===== src/rtl/mem_resp_merge_pkg.sv =====
// Shared definitions for the bank response merge block.
// Payload layout (LSB first): dest, src, is_flush, operation, data, addr.
package mem_resp_merge_pkg;

  localparam int unsigned ADDR_W = 32;
  localparam int unsigned OP_W   = 3;
  localparam int unsigned ID_W   = 2;

  localparam int unsigned DEST_LSB  = 0;
  localparam int unsigned SRC_LSB   = DEST_LSB + ID_W;
  localparam int unsigned FLUSH_LSB = SRC_LSB + ID_W;
  localparam int unsigned OP_LSB    = FLUSH_LSB + 1;
  localparam int unsigned DATA_LSB  = OP_LSB + OP_W;

  // Total packed payload width for a given cache-line size.
  function automatic int unsigned payload_w(input int unsigned cl_size);
    return ADDR_W + cl_size + OP_W + 1 + 2 * ID_W;
  endfunction

endpackage


===== src/rtl/mem_resp_merge_if.sv =====
// Bus bundle for mem_resp_merge: even/odd bank response inputs with their
// backpressure, the merged response output, consumer backpressure and the
// sticky overflow flag. slave = merge block side, master = bank/consumer side.
interface mem_resp_merge_if
  import mem_resp_merge_pkg::*;
#(
  parameter int unsigned CL_SIZE = 128
) ();

  logic [ADDR_W-1:0]  addr_in_even;
  logic [CL_SIZE-1:0] data_in_even;
  logic [OP_W-1:0]    operation_in_even;
  logic               is_flush_in_even;
  logic               alloc_in_even;
  logic [ID_W-1:0]    src_in_even;
  logic [ID_W-1:0]    dest_in_even;
  logic               full_out_even;

  logic [ADDR_W-1:0]  addr_in_odd;
  logic [CL_SIZE-1:0] data_in_odd;
  logic [OP_W-1:0]    operation_in_odd;
  logic               is_flush_in_odd;
  logic               alloc_in_odd;
  logic [ID_W-1:0]    src_in_odd;
  logic [ID_W-1:0]    dest_in_odd;
  logic               full_out_odd;

  logic [ADDR_W-1:0]  addr_out;
  logic [CL_SIZE-1:0] data_out;
  logic [OP_W-1:0]    operation_out;
  logic               is_flush_out;
  logic               alloc_out;
  logic [ID_W-1:0]    src_out;
  logic [ID_W-1:0]    dest_out;
  logic               bank_out;
  logic               full_in;
  logic               overflow_err;

  modport slave (
    input  addr_in_even, data_in_even, operation_in_even, is_flush_in_even,
           alloc_in_even, src_in_even, dest_in_even,
    input  addr_in_odd, data_in_odd, operation_in_odd, is_flush_in_odd,
           alloc_in_odd, src_in_odd, dest_in_odd,
    input  full_in,
    output full_out_even, full_out_odd,
    output addr_out, data_out, operation_out, is_flush_out, alloc_out,
           src_out, dest_out, bank_out, overflow_err
  );

  modport master (
    output addr_in_even, data_in_even, operation_in_even, is_flush_in_even,
           alloc_in_even, src_in_even, dest_in_even,
    output addr_in_odd, data_in_odd, operation_in_odd, is_flush_in_odd,
           alloc_in_odd, src_in_odd, dest_in_odd,
    output full_in,
    input  full_out_even, full_out_odd,
    input  addr_out, data_out, operation_out, is_flush_out, alloc_out,
           src_out, dest_out, bank_out, overflow_err
  );

endinterface


===== src/rtl/mem_resp_merge_resp_fifo.sv =====
// Per-bank response FIFO.
// Ports: clk_i/rst_ni clock and async active-low reset; push_i/wdata_i write;
// pop_i pop of the head (only honoured when non-empty); rdata_o head entry;
// count_o occupancy; full_o registered (count >= Depth-1, one slot of slack);
// overflow_o sticky, set when a push arrives with no room.
module mem_resp_merge_resp_fifo #(
  parameter int unsigned Depth = 4,
  parameter int unsigned Width = 8,
  localparam int unsigned CntW = $clog2(Depth + 1)
) (
  input  logic             clk_i,
  input  logic             rst_ni,
  input  logic             push_i,
  input  logic [Width-1:0] wdata_i,
  input  logic             pop_i,
  output logic [Width-1:0] rdata_o,
  output logic [CntW-1:0]  count_o,
  output logic             full_o,
  output logic             overflow_o
);

  localparam int unsigned PtrW = $clog2(Depth);

  logic [Width-1:0] mem_q [Depth];
  logic [PtrW-1:0]  wr_ptr_q, rd_ptr_q;
  logic [CntW-1:0]  count_q, count_d;
  logic             full_q, overflow_q;
  logic             push_ok, pop_ok;

  assign pop_ok  = pop_i && (count_q != '0);
  // A same-edge pop frees a slot, so a push at count == Depth is still taken.
  assign push_ok = push_i && ((count_q < CntW'(Depth)) || pop_ok);
  assign count_d = count_q + CntW'(push_ok) - CntW'(pop_ok);

  // Pointers wrap naturally since Depth is a power of two.
  always_ff @(posedge clk_i or negedge rst_ni) begin
    if (!rst_ni) begin
      wr_ptr_q   <= '0;
      rd_ptr_q   <= '0;
      count_q    <= '0;
      full_q     <= 1'b0;
      overflow_q <= 1'b0;
    end else begin
      if (push_ok) wr_ptr_q <= wr_ptr_q + 1'b1;
      if (pop_ok)  rd_ptr_q <= rd_ptr_q + 1'b1;
      count_q    <= count_d;
      full_q     <= (count_d >= CntW'(Depth - 1));
      overflow_q <= overflow_q | (push_i & ~push_ok);
    end
  end

  // Storage needs no reset: occupancy is tracked by count_q alone.
  always_ff @(posedge clk_i) begin
    if (push_ok) mem_q[wr_ptr_q] <= wdata_i;
  end

  assign rdata_o    = mem_q[rd_ptr_q];
  assign count_o    = count_q;
  assign full_o     = full_q;
  assign overflow_o = overflow_q;

endmodule


===== src/rtl/mem_resp_merge.sv =====
// Merges the even and odd DRAM bank response streams into one response stream
// for the cache fill path. Each bank feeds its own FIFO; a round-robin arbiter
// picks a non-empty FIFO each cycle the consumer is not full and registers the
// head entry onto the output with a one-cycle alloc_out pulse.
// Ports: clk, rst (async active-low); bus (slave modport) carries both bank
// inputs with full_out_even/odd, the merged output with bank_out, full_in
// from the consumer and the sticky overflow_err.
module mem_resp_merge
  import mem_resp_merge_pkg::*;
#(
  parameter int unsigned CL_SIZE = 128,
  parameter int unsigned DEPTH   = 4
) (
  input  logic             clk,
  input  logic             rst,
  mem_resp_merge_if.slave  bus
);

  localparam int unsigned PayloadW = payload_w(CL_SIZE);
  localparam int unsigned CntW     = $clog2(DEPTH + 1);

  logic [PayloadW-1:0] wdata_even, wdata_odd, rdata_even, rdata_odd, head;
  logic [CntW-1:0]     count_even, count_odd;
  logic                ovf_even, ovf_odd;
  logic                grant_even, grant_odd;

  logic [PayloadW-1:0] payload_q;
  logic                alloc_q, bank_q;
  logic                rr_q;  // side granted last: 0 = even, 1 = odd

  assign wdata_even = {bus.addr_in_even, bus.data_in_even, bus.operation_in_even,
                       bus.is_flush_in_even, bus.src_in_even, bus.dest_in_even};
  assign wdata_odd  = {bus.addr_in_odd, bus.data_in_odd, bus.operation_in_odd,
                       bus.is_flush_in_odd, bus.src_in_odd, bus.dest_in_odd};

  mem_resp_merge_resp_fifo #(
    .Depth (DEPTH),
    .Width (PayloadW)
  ) u_fifo_even (
    .clk_i      (clk),
    .rst_ni     (rst),
    .push_i     (bus.alloc_in_even),
    .wdata_i    (wdata_even),
    .pop_i      (grant_even),
    .rdata_o    (rdata_even),
    .count_o    (count_even),
    .full_o     (bus.full_out_even),
    .overflow_o (ovf_even)
  );

  mem_resp_merge_resp_fifo #(
    .Depth (DEPTH),
    .Width (PayloadW)
  ) u_fifo_odd (
    .clk_i      (clk),
    .rst_ni     (rst),
    .push_i     (bus.alloc_in_odd),
    .wdata_i    (wdata_odd),
    .pop_i      (grant_odd),
    .rdata_o    (rdata_odd),
    .count_o    (count_odd),
    .full_o     (bus.full_out_odd),
    .overflow_o (ovf_odd)
  );

  // Under contention the side opposite the last grant wins.
  always_comb begin
    grant_even = 1'b0;
    grant_odd  = 1'b0;
    if (!bus.full_in) begin
      if ((count_even != '0) && (count_odd != '0)) begin
        grant_even = rr_q;
        grant_odd  = ~rr_q;
      end else begin
        grant_even = (count_even != '0);
        grant_odd  = (count_odd != '0);
      end
    end
  end

  assign head = grant_odd ? rdata_odd : rdata_even;

  always_ff @(posedge clk or negedge rst) begin
    if (!rst) begin
      payload_q <= '0;
      alloc_q   <= 1'b0;
      bank_q    <= 1'b0;
      rr_q      <= 1'b1;  // odd, so even wins the first contention
    end else begin
      alloc_q <= grant_even | grant_odd;
      if (grant_even | grant_odd) begin
        payload_q <= head;
        bank_q    <= grant_odd;
        rr_q      <= grant_odd;
      end
    end
  end

  assign bus.addr_out      = payload_q[PayloadW-1 -: ADDR_W];
  assign bus.data_out      = payload_q[DATA_LSB +: CL_SIZE];
  assign bus.operation_out = payload_q[OP_LSB +: OP_W];
  assign bus.is_flush_out  = payload_q[FLUSH_LSB];
  assign bus.src_out       = payload_q[SRC_LSB +: ID_W];
  assign bus.dest_out      = payload_q[DEST_LSB +: ID_W];
  assign bus.alloc_out     = alloc_q;
  assign bus.bank_out      = bank_q;
  assign bus.overflow_err  = ovf_even | ovf_odd;

endmodule


===== src/flat_wrapper.sv =====
// flat-port wrapper written by rule: the top's interface ports become plain ports
module mem_resp_merge_flat import mem_resp_merge_pkg::*;
#(
  parameter int unsigned CL_SIZE = 128,
  parameter int unsigned DEPTH   = 4
)
  (clk, rst, bus_addr_in_even, bus_data_in_even, bus_operation_in_even, bus_is_flush_in_even, bus_alloc_in_even, bus_src_in_even, bus_dest_in_even, bus_addr_in_odd, bus_data_in_odd, bus_operation_in_odd, bus_is_flush_in_odd, bus_alloc_in_odd, bus_src_in_odd, bus_dest_in_odd, bus_full_in, bus_full_out_even, bus_full_out_odd, bus_addr_out, bus_data_out, bus_operation_out, bus_is_flush_out, bus_alloc_out, bus_src_out, bus_dest_out, bus_bank_out, bus_overflow_err);
  mem_resp_merge_if #(.CL_SIZE(CL_SIZE)) bus_i ();
  input  logic clk;
  input  logic rst;
  input wire logic [$bits(bus_i.addr_in_even)-1:0] bus_addr_in_even;
  input wire logic [$bits(bus_i.data_in_even)-1:0] bus_data_in_even;
  input wire logic [$bits(bus_i.operation_in_even)-1:0] bus_operation_in_even;
  input wire logic [$bits(bus_i.is_flush_in_even)-1:0] bus_is_flush_in_even;
  input wire logic [$bits(bus_i.alloc_in_even)-1:0] bus_alloc_in_even;
  input wire logic [$bits(bus_i.src_in_even)-1:0] bus_src_in_even;
  input wire logic [$bits(bus_i.dest_in_even)-1:0] bus_dest_in_even;
  input wire logic [$bits(bus_i.addr_in_odd)-1:0] bus_addr_in_odd;
  input wire logic [$bits(bus_i.data_in_odd)-1:0] bus_data_in_odd;
  input wire logic [$bits(bus_i.operation_in_odd)-1:0] bus_operation_in_odd;
  input wire logic [$bits(bus_i.is_flush_in_odd)-1:0] bus_is_flush_in_odd;
  input wire logic [$bits(bus_i.alloc_in_odd)-1:0] bus_alloc_in_odd;
  input wire logic [$bits(bus_i.src_in_odd)-1:0] bus_src_in_odd;
  input wire logic [$bits(bus_i.dest_in_odd)-1:0] bus_dest_in_odd;
  input wire logic [$bits(bus_i.full_in)-1:0] bus_full_in;
  output wire logic [$bits(bus_i.full_out_even)-1:0] bus_full_out_even;
  output wire logic [$bits(bus_i.full_out_odd)-1:0] bus_full_out_odd;
  output wire logic [$bits(bus_i.addr_out)-1:0] bus_addr_out;
  output wire logic [$bits(bus_i.data_out)-1:0] bus_data_out;
  output wire logic [$bits(bus_i.operation_out)-1:0] bus_operation_out;
  output wire logic [$bits(bus_i.is_flush_out)-1:0] bus_is_flush_out;
  output wire logic [$bits(bus_i.alloc_out)-1:0] bus_alloc_out;
  output wire logic [$bits(bus_i.src_out)-1:0] bus_src_out;
  output wire logic [$bits(bus_i.dest_out)-1:0] bus_dest_out;
  output wire logic [$bits(bus_i.bank_out)-1:0] bus_bank_out;
  output wire logic [$bits(bus_i.overflow_err)-1:0] bus_overflow_err;
  assign bus_i.addr_in_even = bus_addr_in_even;
  assign bus_i.data_in_even = bus_data_in_even;
  assign bus_i.operation_in_even = bus_operation_in_even;
  assign bus_i.is_flush_in_even = bus_is_flush_in_even;
  assign bus_i.alloc_in_even = bus_alloc_in_even;
  assign bus_i.src_in_even = bus_src_in_even;
  assign bus_i.dest_in_even = bus_dest_in_even;
  assign bus_i.addr_in_odd = bus_addr_in_odd;
  assign bus_i.data_in_odd = bus_data_in_odd;
  assign bus_i.operation_in_odd = bus_operation_in_odd;
  assign bus_i.is_flush_in_odd = bus_is_flush_in_odd;
  assign bus_i.alloc_in_odd = bus_alloc_in_odd;
  assign bus_i.src_in_odd = bus_src_in_odd;
  assign bus_i.dest_in_odd = bus_dest_in_odd;
  assign bus_i.full_in = bus_full_in;
  assign bus_full_out_even = bus_i.full_out_even;
  assign bus_full_out_odd = bus_i.full_out_odd;
  assign bus_addr_out = bus_i.addr_out;
  assign bus_data_out = bus_i.data_out;
  assign bus_operation_out = bus_i.operation_out;
  assign bus_is_flush_out = bus_i.is_flush_out;
  assign bus_alloc_out = bus_i.alloc_out;
  assign bus_src_out = bus_i.src_out;
  assign bus_dest_out = bus_i.dest_out;
  assign bus_bank_out = bus_i.bank_out;
  assign bus_overflow_err = bus_i.overflow_err;
  mem_resp_merge #(.CL_SIZE(CL_SIZE), .DEPTH(DEPTH)) u_core (.clk(clk), .rst(rst), .bus(bus_i));
endmodule

===== config.mk =====
export PLATFORM = sky130hd
export DESIGN_NAME = mem_resp_merge_flat
export DESIGN_NICKNAME = d
export VERILOG_FILES = /design/src/rtl/mem_resp_merge_pkg.sv /design/src/rtl/mem_resp_merge_if.sv /design/src/rtl/mem_resp_merge_resp_fifo.sv /design/src/rtl/mem_resp_merge.sv /design/src/flat_wrapper.sv
export SDC_FILE = /design/constraint.sdc
export NUM_CORES = 1
export LEC_CHECK = 0
export CORE_UTILIZATION = 50
export CTS_CLUSTER_SIZE = 25
export DETAILED_ROUTE_END_ITERATION = 8
export PLACE_DENSITY = 0.77
export SETUP_SLACK_MARGIN = 0.4
export SYNTH_ARGS = -nofsm -noshare
export SYNTH_HDL_FRONTEND = slang
export SYNTH_SLANG_ARGS = --single-unit

===== constraint.sdc =====
create_clock -name clk -period 7.6 [get_ports clk]
set_clock_uncertainty 0.1 [all_clocks]
set_input_delay 0.76 -clock clk [delete_from_list [all_inputs] [get_ports clk]]
set_output_delay 0.76 -clock clk [all_outputs]
set_load 0.01 [all_outputs]

==> results of run 1 <==
[power by group through the flow]
stage / combinational (mW) / clock (mW) / sequential (mW)
detailed placement: 7.24 / 0 / 12.1
floorplan: 4.43 / 0 / 12.1
finish: 7.16 / 7.55 / 12.0
global route: 7.66 / 7.98 / 12.1
CTS: 7.29 / 7.67 / 12.0
global placement: 7.15 / 0 / 12.1
[worst max path at each step]
| stage | endpoint | startpoint | slack [ps] | cells after the start |
|---|---|---|---|---|
| final | u_core.u_fifo_even.mem_q[2][80] | u_core.u_fifo_odd.count_o[2] | 3690 | 6 |
| after floorplan | u_core.u_fifo_odd.mem_q[0][0] | u_core.u_fifo_even.count_o[2] | 1680 | 4 |
| after global placement | u_core.u_fifo_even.mem_q[2][79] | bus_full_in | 3270 | 7 |
| after CTS | u_core.u_fifo_even.mem_q[2][80] | u_core.u_fifo_odd.count_o[2] | 3700 | 6 |
| after detailed placement | u_core.u_fifo_even.mem_q[2][81] | bus_full_in | 3280 | 7 |
| after global routing | u_core.u_fifo_even.mem_q[2][77] | u_core.u_fifo_odd.count_o[2] | 3490 | 6 |
[routing by layer]
| metal | track usage (%) | wire length, um |
|---|---|---|
| met1 | 30.78 | 50560 |
| met2 | 35.88 | 64480 |
| met5 | 0.6667 | 252 |
| met3 | 5.591 | 10750 |
| met4 | 9.955 | 4496 |
[kinds of logic (layout without fill, tap and decap cells)]
group,count (synthesis),in the layout,synth area share (%)
AOI/OAI and AO/OA,178,178,1.990
xor gates and xnor gates,10,10,0.1544
adders and majority gates,14,14,0.3353
buffers and inverters,163,843,1.286
DFF,1533,1533,79.49
muxes,338,338,13.38
other,0,27,0
and+or+nand+nor,500,500,3.362
[repair_timing]
action | CTS | global route
endpoints found under the hold margin | 40 | 0
resized for setup | 0 | 0
hold buffers | 1 | 0
[per-stage QoR]
step | hold slack, ps | util (%) | instances | instance area [um^2] | total power, mW
final | 363.0 | 61.11 | 4943 | 68750 | 26.70
after global routing | 409.1 | 61.11 | 4943 | 68750 | 27.78
after CTS | 363.3 | 61.05 | 4916 | 68680 | 26.97
after detailed placement | 349.8 | 56.49 | 4633 | 63550 | 19.38
after global placement | 352.5 | 56.49 | 4633 | 63550 | 19.20
after floorplan | 333.0 | - | 2736 | 56720 | 16.49
[registers in the layout, summed over array words and instances (netlist names)]
name	cells
u_core.rr_q	1
u_core.u_fifo_even.wr_ptr_q	2
u_core.u_fifo_odd.overflow_o	1
u_core.u_fifo_even.full_o	1
u_core.u_fifo_odd.full_o	1
u_core.payload_q	168
u_core.u_fifo_odd.count_o	3
u_core.bus.alloc_out	1
u_core.u_fifo_odd.rd_ptr_q	2
u_core.u_fifo_even.count_o	3
u_core.bus.bank_out	1
u_core.u_fifo_even.overflow_o	1
u_core.u_fifo_even.rd_ptr_q	2
u_core.u_fifo_even.mem_q	672
u_core.u_fifo_odd.mem_q	672
u_core.u_fifo_odd.wr_ptr_q	2
[cell type report]
type	count	area [um^2]	share of cell area, %
clock inverters	63	748.2	1.088
well taps	1500	1877	2.730
clock buffers	219	4370	6.357
flip-flops and latches	1533	45100	65.61
inverters	15	61.31	0.08918
diodes	27	67.56	0.09828
repair buffers	546	5578	8.113
multi-input cells	1040	10940	15.92
[worst max-delay path, stage by stage (launching register included)]
cell	delay, ps
sky130_fd_sc_hd__dfrtp_1	430
sky130_fd_sc_hd__nor3_1	530
sky130_fd_sc_hd__o211ai_1	140
sky130_fd_sc_hd__buf_4	280
sky130_fd_sc_hd__a21boi_1	520
sky130_fd_sc_hd__and2_4	650
sky130_fd_sc_hd__buf_4	760
[synthesized netlist by cell type]
library cell                  n
sky130_fd_sc_hd__dfstp_2      1
sky130_fd_sc_hd__clkbuf_1    80
sky130_fd_sc_hd__a21oi_1      1
sky130_fd_sc_hd__nand2_1    298
sky130_fd_sc_hd__xnor2_1      9
sky130_fd_sc_hd__a21boi_2     1
sky130_fd_sc_hd__buf_4       12
sky130_fd_sc_hd__and2_1       9
sky130_fd_sc_hd__o22ai_1     21
sky130_fd_sc_hd__buf_1        3
sky130_fd_sc_hd__mux2_2       2
sky130_fd_sc_hd__buf_2       52
sky130_fd_sc_hd__a31oi_1    147
sky130_fd_sc_hd__inv_1       14
sky130_fd_sc_hd__nor3_1       2
sky130_fd_sc_hd__ha_1        12
sky130_fd_sc_hd__or2_2        1
sky130_fd_sc_hd__a21o_1       2
sky130_fd_sc_hd__o211ai_1     1
sky130_fd_sc_hd__a211o_1      1
sky130_fd_sc_hd__or3_1        1
sky130_fd_sc_hd__a31o_2       2
sky130_fd_sc_hd__fa_1         2
sky130_fd_sc_hd__nor2_1     189
sky130_fd_sc_hd__o21ai_0      1
sky130_fd_sc_hd__a21boi_1     1
sky130_fd_sc_hd__buf_6        1
sky130_fd_sc_hd__inv_2        1
sky130_fd_sc_hd__dfrtp_1    188
sky130_fd_sc_hd__edfxtp_1  1344
sky130_fd_sc_hd__mux4_2     336
sky130_fd_sc_hd__xor2_1       1
==> metrics list, run 1 <==
* Outcome: finished clean
* Required time of the critical path: 7860 ps
* Ratio of total power to cell area: around 390 nW/um^2
- The die is about 340 um wide.
* Cell internal power dissipation: roughly 19 mW
* Area of the die: ~110,000 um^2
- Global routing consumed, over all layers together, a little under a quarter of the routing resources.
- Vias/cell: approximately 5.8
- Number of buffer cells added on primary ports: roughly 510
- Pin count of the biggest net entering global routing: roughly 170
- The share of total power dissipated in sequential elements is between 40% and 50%.
- The netlist uses 32 different library cells.
- Along the worst path, the maximum fanout reaches 52.
* First-pass GRT wire length: about 190 mm
- The tree is rooted in a sky130_fd_sc_hd__clkbuf_16.
- Dividing the final minimum period by the clock period gives between 50% and 60%.
- For this block, the initial DRC count from the detailed router was 2,499.
- Slack of the worst reg-to-reg path: roughly 3700 ps
- Synth top area share: 71.15%
* Net total in the final layout: about 3,600
* Crit Path Class: reg2reg
- Switching power of the nets: just under 8 mW
* Number of endpoints with negative hold slack in the final report: 0
* Rel. slew slack: approximately 16%
- Hold Crit Depth: 1
- Leakage power total: approximately 23 nW
- STA classifies the critical path startpoint as a register.
- Highest-count cells in the layout ignoring fill and taps: sky130_fd_sc_hd__edfxtp_1, sky130_fd_sc_hd__clkdlybuf4s50_1, sky130_fd_sc_hd__mux4_2
* Number of detailed-routing iterations run before antenna repair: 5
- Ranked by total cell area, the synthesized netlist is headed by sky130_fd_sc_hd__edfxtp_1, sky130_fd_sc_hd__mux4_2, sky130_fd_sc_hd__dfrtp_1.
* Share of final-layout standard cells stronger than drive strength 1: 18.09%
- Via count of the first global-routing pass: between 20,000 and 30,000
* Via total after detailed routing: approximately 29,000
- # IOs: 514
- The wire-length estimate of the detail-placed layout is around 76 mm.
- Fill cells in the final layout number ~7,600.
- Worst setup EP type: register
* Number of buffers inserted to repair setup after CTS: 0
- Slew of the pin with the lowest slew margin: between 1000 and 1500 ps
- For this run the aggregate overflow at the end of global routing stands at 0.
* Row count: between 100 and 150
- The synthesized design spends more area on one cell type than any other, namely sky130_fd_sc_hd__edfxtp_1.
* Clock net sink count: 1,533
- The number of antenna violations at the first check in global routing came to 49.
* Combinational share of power: 26.8%
- Most common cell after layout, fill and taps aside: sky130_fd_sc_hd__edfxtp_1
- RSZ-0062 raised after global routing: no
- The final layout contains routed wiring with a total length of about 130 mm.
- For the worst flop-to-flop path, the logic depth is 6.
- Net count after synthesis: 3,091
* Die Y: 338.8 um
* Total of max-cap violations: 0
- After floorplanning, the core was sized to cover around 110,000 um^2.
- A synthesized cell averages between 20 and 25 um^2.
- Max frequency: 255.4 MHz
* Peak supply drop: between 0.0002 and 0.0003 V
- Final setup violation count: 0
- Timing analysis after detailed placement gives a worst setup slack of approximately 3300 ps.
- For hold timing, the worst endpoint is u_core.u_fifo_odd.overflow_o.
* Clock buffers created by TritonCTS: 151
- Aggregate negative setup slack: 0 ps
- The min-delay analysis places its worst path in the category reg2reg.
* Startpoint of the most critical register-to-register path: u_core.u_fifo_odd.count_o[2]
* Yosys reg bits: roughly 1,500
- The Yosys step of the flow raised 0 warnings.
- From synthesis to final layout, the design area changed by 21.20%.
* Slack of the critical path: ~3700 ps
* Maximum root-to-sink buffer count: 3
- In this run the remaining antenna-violating nets after routing total 0.
- Clock share of power: roughly 28%
- Switching part of the total: about 30%
- Final critical-path required period: between 3000 and 4000 ps
- Synthesis produced 2,736 cells.
* Mapped Area: 56,720 um^2
* CTS H-tree lvls: 4
- The later pin in the worst-skew pair is clocked with a latency of ~760 ps.
- Post-detailed-route DRC marker count: 0
- Sequential share of the synthesized area: between 70% and 80%
- Number of pins with negative max-slew slack in the final report: 0
- Effective utilization at floorplan: roughly 50%
- Routability-driven placement finished with a final weighted congestion of around 0.76.
- After clock tree synthesis, the clock-pin slew on the worst setup and hold paths is approximately 60 ps.
* Hold path startpoint: u_core.u_fifo_odd.overflow_o
* Arrival @ worst endpoint: ~4200 ps
* Clock tree from TritonCTS: yes
- Critical R2R Capture: u_core.u_fifo_even.mem_q[2][80]
* Routed length per placed instance: around 26 um
(Power assumes the default switching activity.)
==> inputs of run 2 (changes only) <==
PLACE_DENSITY = 0.8   (was 0.77)
clock period = 3.4 ns   (was 7.6 ns; I/O delays follow)
==> run 2 against run 1 <==
Against the previous run: critical path depth grew 6; setup slack got worse by 3200 ps; flip-flop and latch count stayed put; critical endpoint is now u_core.u_fifo_odd.full_o.
==> metrics list, run 2 (synthesis gave the netlist of run 1 again) <==
- The largest net degree at the start of global routing is 173 (+4.2%).
- Number of endpoints with negative hold slack in the final report: 0 (unchanged)
* Share of final-layout standard cells stronger than drive strength 1: 20.91% (+2.8 points)
* First-pass GRT wire length: 197.0 mm (+2.3%)
- The die span in x came to 338.8 um (unchanged).
- Peak supply drop: 0.0006895 V (+160%)
- Detailed Place HPWL: 83.71 mm (+9.8%)
- Peak-usage layer in the global routing report: met2
- The relative slew slack came to 27.76% (+11 points).
- The library cell used most frequently in the layout, excluding fill and tap cells, is sky130_fd_sc_hd__edfxtp_1.
- Logic depth of the worst register-to-register path: 12 (+6)
- Post-placement worst setup slack: 279.3 ps (-3001 ps)
- TritonCTS built the clock tree.
* Net total in the final layout: 3,765 (+3.4%)
- The clock slew at the register clock pins of the worst setup and hold paths came to 60 ps (about the same).
- Area of the die: 114,800 um^2 (unchanged)
* Highest-count cells in the layout ignoring fill and taps: sky130_fd_sc_hd__edfxtp_1, sky130_fd_sc_hd__clkdlybuf4s50_1, sky130_fd_sc_hd__mux4_2
* Placeable Area: 112,500 um^2 (unchanged)
- The latest clock arrival within the worst-skew pair came to 740 ps (-20 ps).
- Slew of the pin with the lowest slew margin: 1084 ps (-170.5 ps)
- The total count of max-transition violations in the final report is 0 (unchanged).
* Crit Path Class: reg2reg
- The min-delay analysis places its worst path in the category in2async.
- The number of buffers inserted during clock tree synthesis was 151 (unchanged).
- The final weighted congestion in routability-driven placement came to 0.7902 (+3.6%).
- Slack of the worst reg-to-reg path: 450 ps (-3230 ps)
- Critical R2R Capture: u_core.u_fifo_odd.full_o
* Required time of the critical path: 3940 ps (-3920 ps)
* Worst setup SP type: register
- Aggregate negative setup slack: 0 ps (unchanged)
- The data arrival time of the worst path was 3490 ps (-680 ps).
- Ratio of total power to cell area: 863.8 nW/um^2 (+120%)
- The detailed-route DRC error count was 0 (unchanged).
* Max frequency: 339.2 MHz (+33%)
- Registers with the most flip-flops: u_core.u_fifo_even.mem_q (672), u_core.u_fifo_odd.mem_q (672), u_core.payload_q (168)
* Crit path max fanout: 4 (-92%)
* Slack of the critical path: 451.9 ps (-3233 ps)
* Via total after detailed routing: 29,430 (+2.6%)
* RSZ-0062 raised after global routing: no
* CTS root buf: sky130_fd_sc_hd__clkbuf_16
* Post-route ant nets: 0 (unchanged)
- Met3 global-route usage: 5.344% (-0.25 points)
* Leakage power total: 23.45 nW (+3.1%)
- The overall power of the completed layout was 60.50 mW (+130%).
* Via count of the first global-routing pass: 30,820 (+4.5%)
- The sum of overflow across all layers after global routing came to 0 (unchanged).
- Total wire length after detailed routing: 133.9 mm (+2.6%)
* Final period utilization: 86.71% (+35 points)
- Relative to the synthesized area, the layout overhead comes to 23.48%.
- The clock period minus final worst setup slack came to 2948 ps (-966.7 ps).
- Die Y: 338.8 um (unchanged)
* Routed length per placed instance: 26.46 um (+0.19%)
- Placed instance area: 65,010 um^2 (+2.3%)
- # IOs: 514 (unchanged)
* Final instance area: 70,040 um^2 (+1.9%)
* Final setup violation count: 0 (unchanged)
* Clock net sink count: 1,533 (unchanged)
- Worst setup EP type: register
* Vias/cell: 5.814 (+0.22%)
* Startpoint of the most critical register-to-register path: u_core.u_fifo_even.count_o[1]
- The effective utilization at floorplan came to 50.42% (unchanged).
- Share of the core filled with cells: 62.26% (+1.1 points)
- The detailed-routing iteration count for the pre-antenna-repair pass was 5 (unchanged).
- The run finished with clean final reports.
* Maximum root-to-sink buffer count: 3 (unchanged)
- The number of levels the H-tree was split into is 4 (unchanged).
* Total of max-cap violations: 0 (unchanged)
- The violation count after the first detailed-route iteration came to 2,885 (+15%).
* Number of buffer cells added on primary ports: 513 (unchanged)
- The overall global routing resource usage was 23.40% (+0.50 points).
* GR Layer Usage met2: 38.64% (+2.8 points)
* Initial antenna violation count: 41 (-16%)
- The standard-cell row count was 123 (unchanged).
* Met1 global-route usage: 29.95% (-0.83 points)
[run 2: cell count changes in the layout (fill, tap and decap cells not counted), moves of 3 or more]
cell                        change
sky130_fd_sc_hd__bufinv_16      -4
sky130_fd_sc_hd__clkinv_2       +3
sky130_fd_sc_hd__clkbuf_8       -6
sky130_fd_sc_hd__clkbuf_1       +6
sky130_fd_sc_hd__buf_4         +78
sky130_fd_sc_hd__clkinv_8       -3
sky130_fd_sc_hd__buf_12        +45
[run 2: power by group]
| group | internal, mW | switching [mW] |
|---|---|---|
| logic | 8.63 | 9.01 |
| clock network | 9.43 | 6.89 |
| registers | 24.7 | 1.84 |
[run 2: cell type report]
| cell class | instances | area (um^2) |
|---|---|---|
| inverter | 15 | 61.31 |
| clock buffer | 220 | 4335 |
| tap | 1500 | 1877 |
| sequential | 1533 | 45110 |
| clock inverter | 58 | 541.8 |
| timing repair buffer | 669 | 7064 |
| fill | 7382 | 42460 |
| antenna | 27 | 67.56 |
| multi-input combinational | 1040 | 10990 |
[run 2: worst max-delay path by stage]
stage | from | end | slack, ps | cells after the start
detailed placement | u_core.u_fifo_even.count_o[1] | u_core.u_fifo_odd.full_o | 280 | 12
finish | u_core.u_fifo_even.count_o[1] | u_core.u_fifo_odd.full_o | 450 | 12
CTS | u_core.u_fifo_even.count_o[1] | u_core.u_fifo_odd.full_o | 390 | 12
global placement | u_core.u_fifo_even.count_o[1] | u_core.u_fifo_odd.full_o | 290 | 12
floorplan | u_core.u_fifo_even.count_o[1] | u_core.u_fifo_odd.mem_q[0][0] | 310 | 4
global route | u_core.u_fifo_even.count_o[1] | u_core.u_fifo_odd.full_o | 360 | 12
[run 2: metal layers]
metal / routed length (um) / vias to the layer above
met5: 224 / -
met4: 4834 / 34
met3: 11010 / 298
met2: 68150 / 1480
met1: 49710 / 15260
li1: - / 12360
[run 2: worst max-delay path: stages (launching register included)]
cell and delay, ps:
sky130_fd_sc_hd__dfrtp_1 420, sky130_fd_sc_hd__or3_4 390, sky130_fd_sc_hd__a211o_4 370, sky130_fd_sc_hd__a21boi_4 160
sky130_fd_sc_hd__inv_1 50, sky130_fd_sc_hd__ha_1 280, sky130_fd_sc_hd__inv_1 60, sky130_fd_sc_hd__ha_1 130
sky130_fd_sc_hd__inv_1 50, sky130_fd_sc_hd__fa_2 360, sky130_fd_sc_hd__xnor2_2 220, sky130_fd_sc_hd__xnor2_2 110
sky130_fd_sc_hd__a21o_1 160
[run 2: what timing repair did]
action                                 in CTS  in global routing
hold buffers                                1                  0
setup buffers                               1                  5
setup endpoints to repair                   2                  3
resized for setup                           1                  7
cloned                                      0                  0
pin swaps                                   1                  6
endpoints found under the hold margin      73                  0
[run 2: metrics by stage]
step	cells	hold WS, ps
5_1_grt	5060	80.99
6_report	5062	107.2
3_3_place_gp	4750	318.6
3_5_place_dp	4750	322.4
2_1_floorplan	2736	-55.59
4_1_cts	5030	51.92
